[src/rtl/ps2_pkg.sv]
// ps2_pkg: PS/2 prefix bytes, parser state encoding and event word layout
package ps2_pkg;
    localparam logic [7:0] PS2_EXT = 8'hE0;
    localparam logic [7:0] PS2_BRK = 8'hF0;
    localparam int EVT_W = 10;
    typedef enum logic [1:0] {S_BASE, S_EXT, S_BRK, S_EXT_BRK} ps2_state_t;
    typedef struct packed {
        logic       ext;
        logic       brk;
        logic [7:0] code;
    } ps2_evt_t;
endpackage

[src/rtl/ps2_evt_fifo.sv]
// ps2_evt_fifo: synchronous FIFO, pointers one bit wider than the address to tell full from empty
module ps2_evt_fifo #(
    parameter int W     = 10,
    parameter int DEPTH = 4
) (
    input  logic         clk,
    input  logic         rst,
    input  logic         push,
    input  logic         pop,
    input  logic [W-1:0] din,
    output logic         full,
    output logic         empty,
    output logic [W-1:0] head
);
    localparam int AW = $clog2(DEPTH);
    logic [W-1:0] mem [DEPTH];
    logic [AW:0] wr_ptr, rd_ptr;
    logic do_push, do_pop;
    assign empty = wr_ptr == rd_ptr;
    assign full = wr_ptr == {~rd_ptr[AW], rd_ptr[AW-1:0]};
    assign do_pop = pop && !empty;
    // a pop frees the slot, so push while full is fine when popping
    assign do_push = push && (!full || do_pop);
    assign head = mem[rd_ptr[AW-1:0]];
    always_ff @(posedge clk or posedge rst) begin
        if (rst) begin
            wr_ptr <= '0;
            rd_ptr <= '0;
            for (int i = 0; i < DEPTH; i++) mem[i] <= '0;
        end else begin
            if (do_push) begin
                mem[wr_ptr[AW-1:0]] <= din;
                wr_ptr <= wr_ptr + 1'b1;
            end
            if (do_pop) rd_ptr <= rd_ptr + 1'b1;
        end
    end
endmodule

[src/rtl/ps2_key_tracker.sv]
// ps2_key_tracker: decodes E0/F0 prefixed PS/2 bytes into key events, queues them,
// counts makes and tracks the held key
module ps2_key_tracker #(
    parameter int CNT_W         = 8,
    parameter int FIFO_DEPTH    = 4,
    parameter int REPEAT_FILTER = 1
) (
    input  logic             clk,
    input  logic             rst,
    input  logic             byte_valid,
    input  logic [7:0]       byte_data,
    output logic             byte_pop_n,
    output logic             evt_valid,
    input  logic             evt_ready,
    output logic [7:0]       evt_code,
    output logic             evt_ext,
    output logic             evt_break,
    output logic [CNT_W-1:0] key_cnt,
    output logic             key_held,
    output logic [7:0]       held_code,
    output logic             held_ext,
    output logic             evt_ovf,
    input  logic             clr
);
    import ps2_pkg::*;
    ps2_state_t st, st_n;
    ps2_evt_t head;
    logic take, done, ext, brk, match, rpt, push, make_ok, pop, full, empty;
    assign take = byte_valid && byte_pop_n;
    assign ext = st == S_EXT || st == S_EXT_BRK;
    assign brk = st == S_BRK || st == S_EXT_BRK;
    always_comb begin
        st_n = st;
        done = 1'b0;
        if (take) begin
            if (byte_data == PS2_EXT)
                st_n = (st == S_BASE) ? S_EXT : st;
            else if (byte_data == PS2_BRK)
                st_n = (st == S_BASE) ? S_BRK : (st == S_EXT) ? S_EXT_BRK : st;
            else begin
                st_n = S_BASE;
                done = 1'b1;
            end
        end
    end
    assign match = key_held && {ext, byte_data} == {held_ext, held_code};
    // typematic repeat of the held key: no push, no count
    assign rpt = (REPEAT_FILTER != 0) && !brk && match;
    assign push = done && !rpt;
    assign make_ok = push && !brk;
    assign pop = evt_valid && evt_ready;
    always_ff @(posedge clk or posedge rst) begin
        if (rst) begin
            st <= S_BASE;
            byte_pop_n <= 1'b1;
            key_cnt <= '0;
            evt_ovf <= 1'b0;
            key_held <= 1'b0;
            held_code <= '0;
            held_ext <= 1'b0;
        end else begin
            st <= st_n;
            byte_pop_n <= !take;
            key_cnt <= clr ? '0 : make_ok ? key_cnt + 1'b1 : key_cnt;
            evt_ovf <= clr ? 1'b0 : (push && full && !pop) ? 1'b1 : evt_ovf;
            if (make_ok) begin
                key_held <= 1'b1;
                held_code <= byte_data;
                held_ext <= ext;
            end else if (push && brk && match) key_held <= 1'b0;
        end
    end
    ps2_evt_fifo #(.W(EVT_W), .DEPTH(FIFO_DEPTH)) u_fifo (
        .clk(clk),
        .rst(rst),
        .push(push),
        .pop(pop),
        .din({ext, brk, byte_data}),
        .full(full),
        .empty(empty),
        .head(head)
    );
    assign evt_valid = !empty;
    assign evt_code = head.code;
    assign evt_ext = head.ext;
    assign evt_break = head.brk;
endmodule

[config.mk]
export PLATFORM = sky130hd
export DESIGN_NAME = ps2_key_tracker
export DESIGN_NICKNAME = d
export VERILOG_FILES = /design/src/rtl/ps2_pkg.sv /design/src/rtl/ps2_evt_fifo.sv /design/src/rtl/ps2_key_tracker.sv
export SDC_FILE = /design/constraint.sdc
export NUM_CORES = 1
export LEC_CHECK = 0
export BUFFER_PORTS_ARGS = -buffer_cell sky130_fd_sc_hd__buf_2
export CAP_MARGIN = 5
export CORE_ASPECT_RATIO = 0.8
export CORE_MARGIN = 1.5
export CORE_UTILIZATION = 50
export DETAILED_ROUTE_END_ITERATION = 7
export GPL_TIMING_DRIVEN = 1
export PLACE_DENSITY_LB_ADDON = 0.2
export REMOVE_ABC_BUFFERS = 1
export SLEW_MARGIN = 20
export SYNTH_ARGS = -nofsm -noshare
export SYNTH_HDL_FRONTEND = slang
export SYNTH_HIERARCHICAL = 1
export SYNTH_SLANG_ARGS = --single-unit
[constraint.sdc]
create_clock -name clk -period 4.61 [get_ports clk]
set_input_delay 0.461 -clock clk [delete_from_list [all_inputs] [get_ports clk]]
set_output_delay 0.461 -clock clk [all_outputs]
set_load 0.05 [all_outputs]
==> impl_metrics.ini, run 1 <==
[outcome]
status = finished clean

[drt]
detail-route-antenna-nets = 0
avgViaCountPerCell = 5.42
num_vias = 2054
first_pass_iters = 4
post-route-drc-count = 0
wl_per_cell_um = 16.5
drtIter0Drc = 58
wl_mm = 6.27

[floorplan]
die_h_um = 76.3
die_x_um = 94.6
start_util_pct = 52.1
die-area_um2 = 7220
io_pins = 44
core.rowCount = 26
coreArea_um2 = 6440

[sta]
setup_violations = 0
worst_slack_ns = 1.27
period_share_pct = 72.4
rsz0062_at_grt = no
clock_skew_ns = 0.00811
fin_crit_ns = 3.34
maxSlewViolCount = 0
hold_viol = 0
slew_headroom_pct = 40.0
fmaxAchievable_mhz = 300
fin_tns_setup_ns = 0
worstMarginPinSlew_ns = 0.897

[cts]
cts_buffers = 9
cts_max_path_buffers = 2
clk_latency_ns = 0.33
cts_tree = yes
post_cts_buffers = 0
clk_pin_slew_ns = 0.07
root_buffer = clkbuf_8
clock_sinks = 68
cts_resized = 0
holdBufCountCts = 0
htreeDepth = 3

[cells_and_area]
drive_gt1_share_pct = 42.7
antenna-diode-count = 0
areaGrowthSynthToFinish_pct = 14.1
layout.nets = 309
fin_area_um2 = 3830

[pwr]
max-vdd-ir-drop_uv = 238
p_int_mw = 1.57
p_sw_share_pct = 42.9
pwr-share-comb_pct = 47.1
p_sw_mw = 1.18
clkPwrFrac_pct = 16.8
leakagePower_nw = 1.69
powerDensity_nw_per_um2 = 718
seq_power_share_pct = 36.1

[logic_synthesis]
synth_top_area_share_pct = 50.0
yosysTopAreaCell = dfrtp_1
synth_cells = 242
yosysUniqueCellTypes = 42
netlist_top_cells_area = dfrtp_1, mux2_2, mux4_2, xnor2_1, mux2_1
yosysSeqAreaShare_pct = 50.7
ys_ff_latch = 68
yosys_warnings = 6
syn_area_per_cell_um2 = 13.9
synthesis.area_um2 = 3360

[setup_path]
regToRegStartpoint = u_fifo/rd_ptr[1]$_DFFE_PP0P_
cpPeakStageDelay_ns = 0.78
critPathSlowestCell = o41ai_2
crit_fanout = 13
startpoint_type = flip-flop
regToRegSetupSlack_ns = 1.27
startpoint = u_fifo/rd_ptr[1]$_DFFE_PP0P_
path_cells = xor2_2, or2_2, nor2_1, nor2b_1, o41ai_2, buf_4, mux2_1
critPathKind = reg2reg
crit_arrival_ns = 3.55
required_ns = 4.82
worst_setup_path_end_kind = flip-flop

[grt]
grtUsageTotal_pct = 19.3
grt_pass1_wl_mm = 10.5
grt_pass1_vias = 2001
antenna_found_initial = 0
grt_overflow = 0
grt_max_degree = 47

[placed_design]
place.port_buffers = 43
place_hpwl_mm = 4.35
gp_congestion = 0.740
placed_cell_area_um2 = 3640
place_ws_ns = 1.24

[worst_hold_path]
hp-class = in2async

[run]
maxCapViolCount = 0
==> routing by layer <==
metal  GRT usage, %  share of wire [%]  vias up  wire length [µm]
met3           6.89                4.6        5               290
met5              0                  0        -                 0
met4           4.03               0.72        0                45
met1           29.1                 50     1030              3140
li1               -                  -      976                 -
met2           26.9                 44       43              2790
==> cell usage after synthesis, drive strengths merged <==
cell,count
o311ai,1
nor4,2
o31ai,5
xnor2,14
and2,4
mux2,52
mux4,10
nor3b,4
o41ai,5
buf,7
nand2,5
nor2b,4
a21oi,7
nand2b,1
a31oi,1
nand4,2
or4,4
ha,6
o21ai,5
or2,4
inv,8
and3,1
dfstp,1
dlygate4sd3,1
nand3,4
dfrtp,67
nor2,9
or3b,1
a22o,1
clkbuf,2
xor2,3
or3,1
==> layout by cell type, fill, tap and decap left out, types with 7 or more instances in the layout <==
cell	netlist	routed
inv_1	8	7
mux4_2	10	10
dfrtp_1	67	67
a21oi_1	7	7
mux2_2	43	43
mux2_1	9	9
nor2_1	9	9
xnor2_1	13	13
clkbuf_8	0	9
buf_2	2	43
==> final cells by class <==
| cell class | instances | area (µm²) |
|---|---|---|
| Sequential cell | 68 | 1700 |
| Fill cell | 553 | 2610 |
| Inverter | 8 | 30.0 |
| Timing Repair Buffer | 47 | 245 |
| Tap cell | 84 | 105 |
| Clock inverter | 5 | 52.6 |
| Clock buffer | 11 | 131 |
| Multi-Input combinational cell | 156 | 1560 |
==> flip-flops by register name, indices dropped and copies added, names as in the netlist <==
signal	flops
u_fifo/wr_ptr	3
key_held	1
held_ext	1
key_cnt	8
held_code	8
u_fifo/mem	40
u_fifo/rd_ptr	3
evt_ovf	1
byte_pop_n	1
st	2
==> power groups by stage <==
stage	logic, mW	registers [mW]	clock network (mW)
3_3_place_gp	1.29	0.999	0
4_1_cts	1.31	0.995	0.482
2_1_floorplan	0.992	1.04	0
6_report	1.29	0.993	0.462
3_5_place_dp	1.30	1.01	0
5_1_grt	1.38	1.03	0.510
==> through the flow <==
stage / hold slack, ns / std cells / utilization [%] / total power [mW]
2_1_floorplan: 0.449 / 232 / - / 2.04
4_1_cts: 0.286 / 379 / 59.4 / 2.79
3_5_place_dp: 0.480 / 363 / 56.6 / 2.31
5_1_grt: 0.313 / 379 / 59.4 / 2.91
6_report: 0.267 / 379 / 59.4 / 2.75
3_3_place_gp: 0.475 / 363 / 56.6 / 2.29
==> worst paths after layout <==
check / end / cells past startpoint
worst max register to register: u_fifo/mem[4]$_DFFE_PP0P_ / 7
worst min register to register: u_fifo/mem[9]$_DFFE_PP0P_ / 1
worst min-delay path: u_fifo/wr_ptr[1]$_DFFE_PP0P_ / 3
worst max-delay path: u_fifo/mem[4]$_DFFE_PP0P_ / 7
max in group asynchronous: held_code[4]$_DFFE_PP0P_ / 2
min in group clk: byte_pop_n$_DFF_PP1_ / 2
==> cells by family (layout without fill, tap and decap cells) <==
kind of cell / after synthesis / after routing / synth area share (%)
buf+inv: 18 / 71 / 2.72
xor+xnor: 17 / 17 / 5.11
simple gates: 46 / 46 / 8.20
compound gates: 25 / 25 / 6.82
mux: 62 / 62 / 24.2
fa+ha+maj: 6 / 6 / 2.24
flops: 68 / 68 / 50.7
==> worst max-delay path: cells and delay by family, from the launching register on <==
kind | cells | cell delay (ns)
compound gates | 1 | 0.78
buf+inv | 1 | 0.29
flops | 1 | 0.77
mux | 1 | 0.33
xor+xnor | 1 | 0.32
simple gates | 3 | 0.71
Power figures use the tool's default switching activity.
==> run 2: changes to the inputs <==
==> constraint.sdc (replaced) <==
create_clock -name clk -period 2.8 [get_ports clk]
set_input_delay 0.28 -clock clk [delete_from_list [all_inputs] [get_ports clk]]
set_output_delay 0.28 -clock clk [all_outputs]
set_load 0.05 [all_outputs]
==> impl_metrics.ini, run 2 (same netlist as run 1, synthesis figures left out) <==
[placed_design]
place.port_buffers = 43
placed_cell_area_um2 = 3680
dp_cells = 368
gp_congestion = 0.733
place_hpwl_mm = 4.64

[drt]
highest_layer = met4
route.layer.met1.wl_mm = 3.10
detail-route-antenna-nets = 0
post-route-drc-count = 0
wl_mm = 6.53
wl_per_cell_um = 17.0
num_vias = 2124
avgViaCountPerCell = 5.53
drtIter0Drc = 60
first_pass_iters = 4
wl_met3_um = 266
wl_met2_mm = 3.11

[cells_and_area]
reg_top3 = u_fifo/mem: 40 flops, held_code: 8 flops, key_cnt: 8 flops
drive_gt1_share_pct = 45.0
antenna-diode-count = 0
regMostFlops = u_fifo/mem
areaGrowthSynthToFinish_pct = 17.2
stdcell_count = 384
layout.nets = 314
fillers = 546
fin_area_um2 = 3930
layout_commonest_cell = dfrtp_1
final_cell_mix = dfrtp_1, mux2_2, buf_2
largest_reg_flops = 40

[sta]
setup_violations = 0
hold_slack_ns = 0.0132
fmaxAchievable_mhz = 396
fin_crit_ns = 2.53
maxSlewViolCount = 0
clock_skew_ns = 0.00729
slew_headroom_pct = 43.1
period_share_pct = 90.3
hold_viol = 0
worstMarginPinSlew_ns = 0.853
rsz0062_at_grt = no

[cts]
post_cts_buffers = 0
cts_buffers = 9
clock_sinks = 68
clk_latency_ns = 0.34
htreeDepth = 3
cts_tree = yes
clk_pin_slew_ns = 0.07
cts_resized = 1
cts_max_path_buffers = 2
holdBufCountCts = 0
root_buffer = clkbuf_8

[setup_path]
critPathKind = reg2reg
required_ns = 3.02
r2r_cells = 7
r2r-end = u_fifo/mem[9]$_DFFE_PP0P_
regToRegStartpoint = u_fifo/wr_ptr[0]$_DFFE_PP0P_
crit_arrival_ns = 2.75
startpoint_type = flip-flop
worst_setup_path_end_kind = flip-flop
regToRegSetupSlack_ns = 0.27
crit_fanout = 11

[floorplan]
start_util_pct = 52.1
die-area_um2 = 7220
die_h_um = 76.3
core.rowCount = 26
die_x_um = 94.6
io_pins = 44
coreArea_um2 = 6440

[pwr]
powerDensity_nw_per_um2 = 1220
max-vdd-ir-drop_uv = 550
leakagePower_nw = 1.75

[outcome]
status = finished clean

[grt]
grt_overflow = 0
antenna_found_initial = 0
grt_pass1_wl_mm = 10.9
grt_pass1_vias = 2218
grt_max_degree = 30
grtUsageTotal_pct = 20.1

[worst_hold_path]
hp-class = in2async

[run]
maxCapViolCount = 0
## run 2: cell count changes in the layout (fill, tap and decap cells not counted)
cell / change
buf_4: +5
bufinv_16: +2
clkbuf_1: -2
clkbuf_8: +1
clkinv_1: -1
clkinv_2: -2
clkinv_4: +1
inv_2: +1
nor2b_1: -1
nor2b_2: +1
## run 2: layout make-up
type                    count  area (µm²)  area share [%]
well taps                  84         105            2.67
inverters                   8        30.0           0.763
multi-input cells         156        1560            39.8
clock inverters             6         111            2.83
clock buffers              10         138            3.50
flip-flops and latches     68        1700            43.3
repair buffers             52         283            7.19
## run 2: how the worst max path moves through the flow
stage	from	to	slack [ns]	cells after the start
5_1_grt	u_fifo/wr_ptr[0]$_DFFE_PP0P_	u_fifo/mem[4]$_DFFE_PP0P_	0.11	7
3_3_place_gp	u_fifo/wr_ptr[0]$_DFFE_PP0P_	u_fifo/mem[3]$_DFFE_PP0P_	0.16	7
3_5_place_dp	u_fifo/wr_ptr[0]$_DFFE_PP0P_	u_fifo/mem[4]$_DFFE_PP0P_	-0.03	7
6_report	u_fifo/wr_ptr[0]$_DFFE_PP0P_	u_fifo/mem[9]$_DFFE_PP0P_	0.27	7
4_1_cts	u_fifo/wr_ptr[0]$_DFFE_PP0P_	u_fifo/mem[4]$_DFFE_PP0P_	0.26	7
2_1_floorplan	u_fifo/rd_ptr[0]$_DFFE_PP0P_	u_fifo/mem[8]$_DFFE_PP0P_	-0.28	6
## run 2: routing by layer
metal | up-vias | GRT usage, %
li1 | 985 | -
met1 | 1089 | 28.1
met2 | 44 | 30.5
met3 | 6 | 5.99
met4 | 0 | 5.52
met5 | - | 0
## run 2: per-stage QoR
step	total power, mW	utilization [%]	worst slack, ns	setup TNS, ns
6_report	4.80	61.1	0.273	0
5_1_grt	5.07	61.1	0.109	0
4_1_cts	4.86	61.1	0.257	0
3_5_place_dp	3.86	57.2	-0.0317	-0.204
3_3_place_gp	3.78	57.2	0.156	0
2_1_floorplan	3.35	-	-0.277	-2.52
## run 2: power by group
group | switching (mW) | internal (mW)
combinational | 1.37 | 0.852
sequential | 0.240 | 1.35
clock | 0.368 | 0.616
## run 2: critical path, cell delays in order, from the launching register on
cell and delay (ns):
dfrtp_1 0.47, xor2_2 0.50, or2_2 0.22, nor2_1 0.06, nor2b_2 0.46, o41ai_2 0.15, buf_4 0.22, mux2_1 0.32
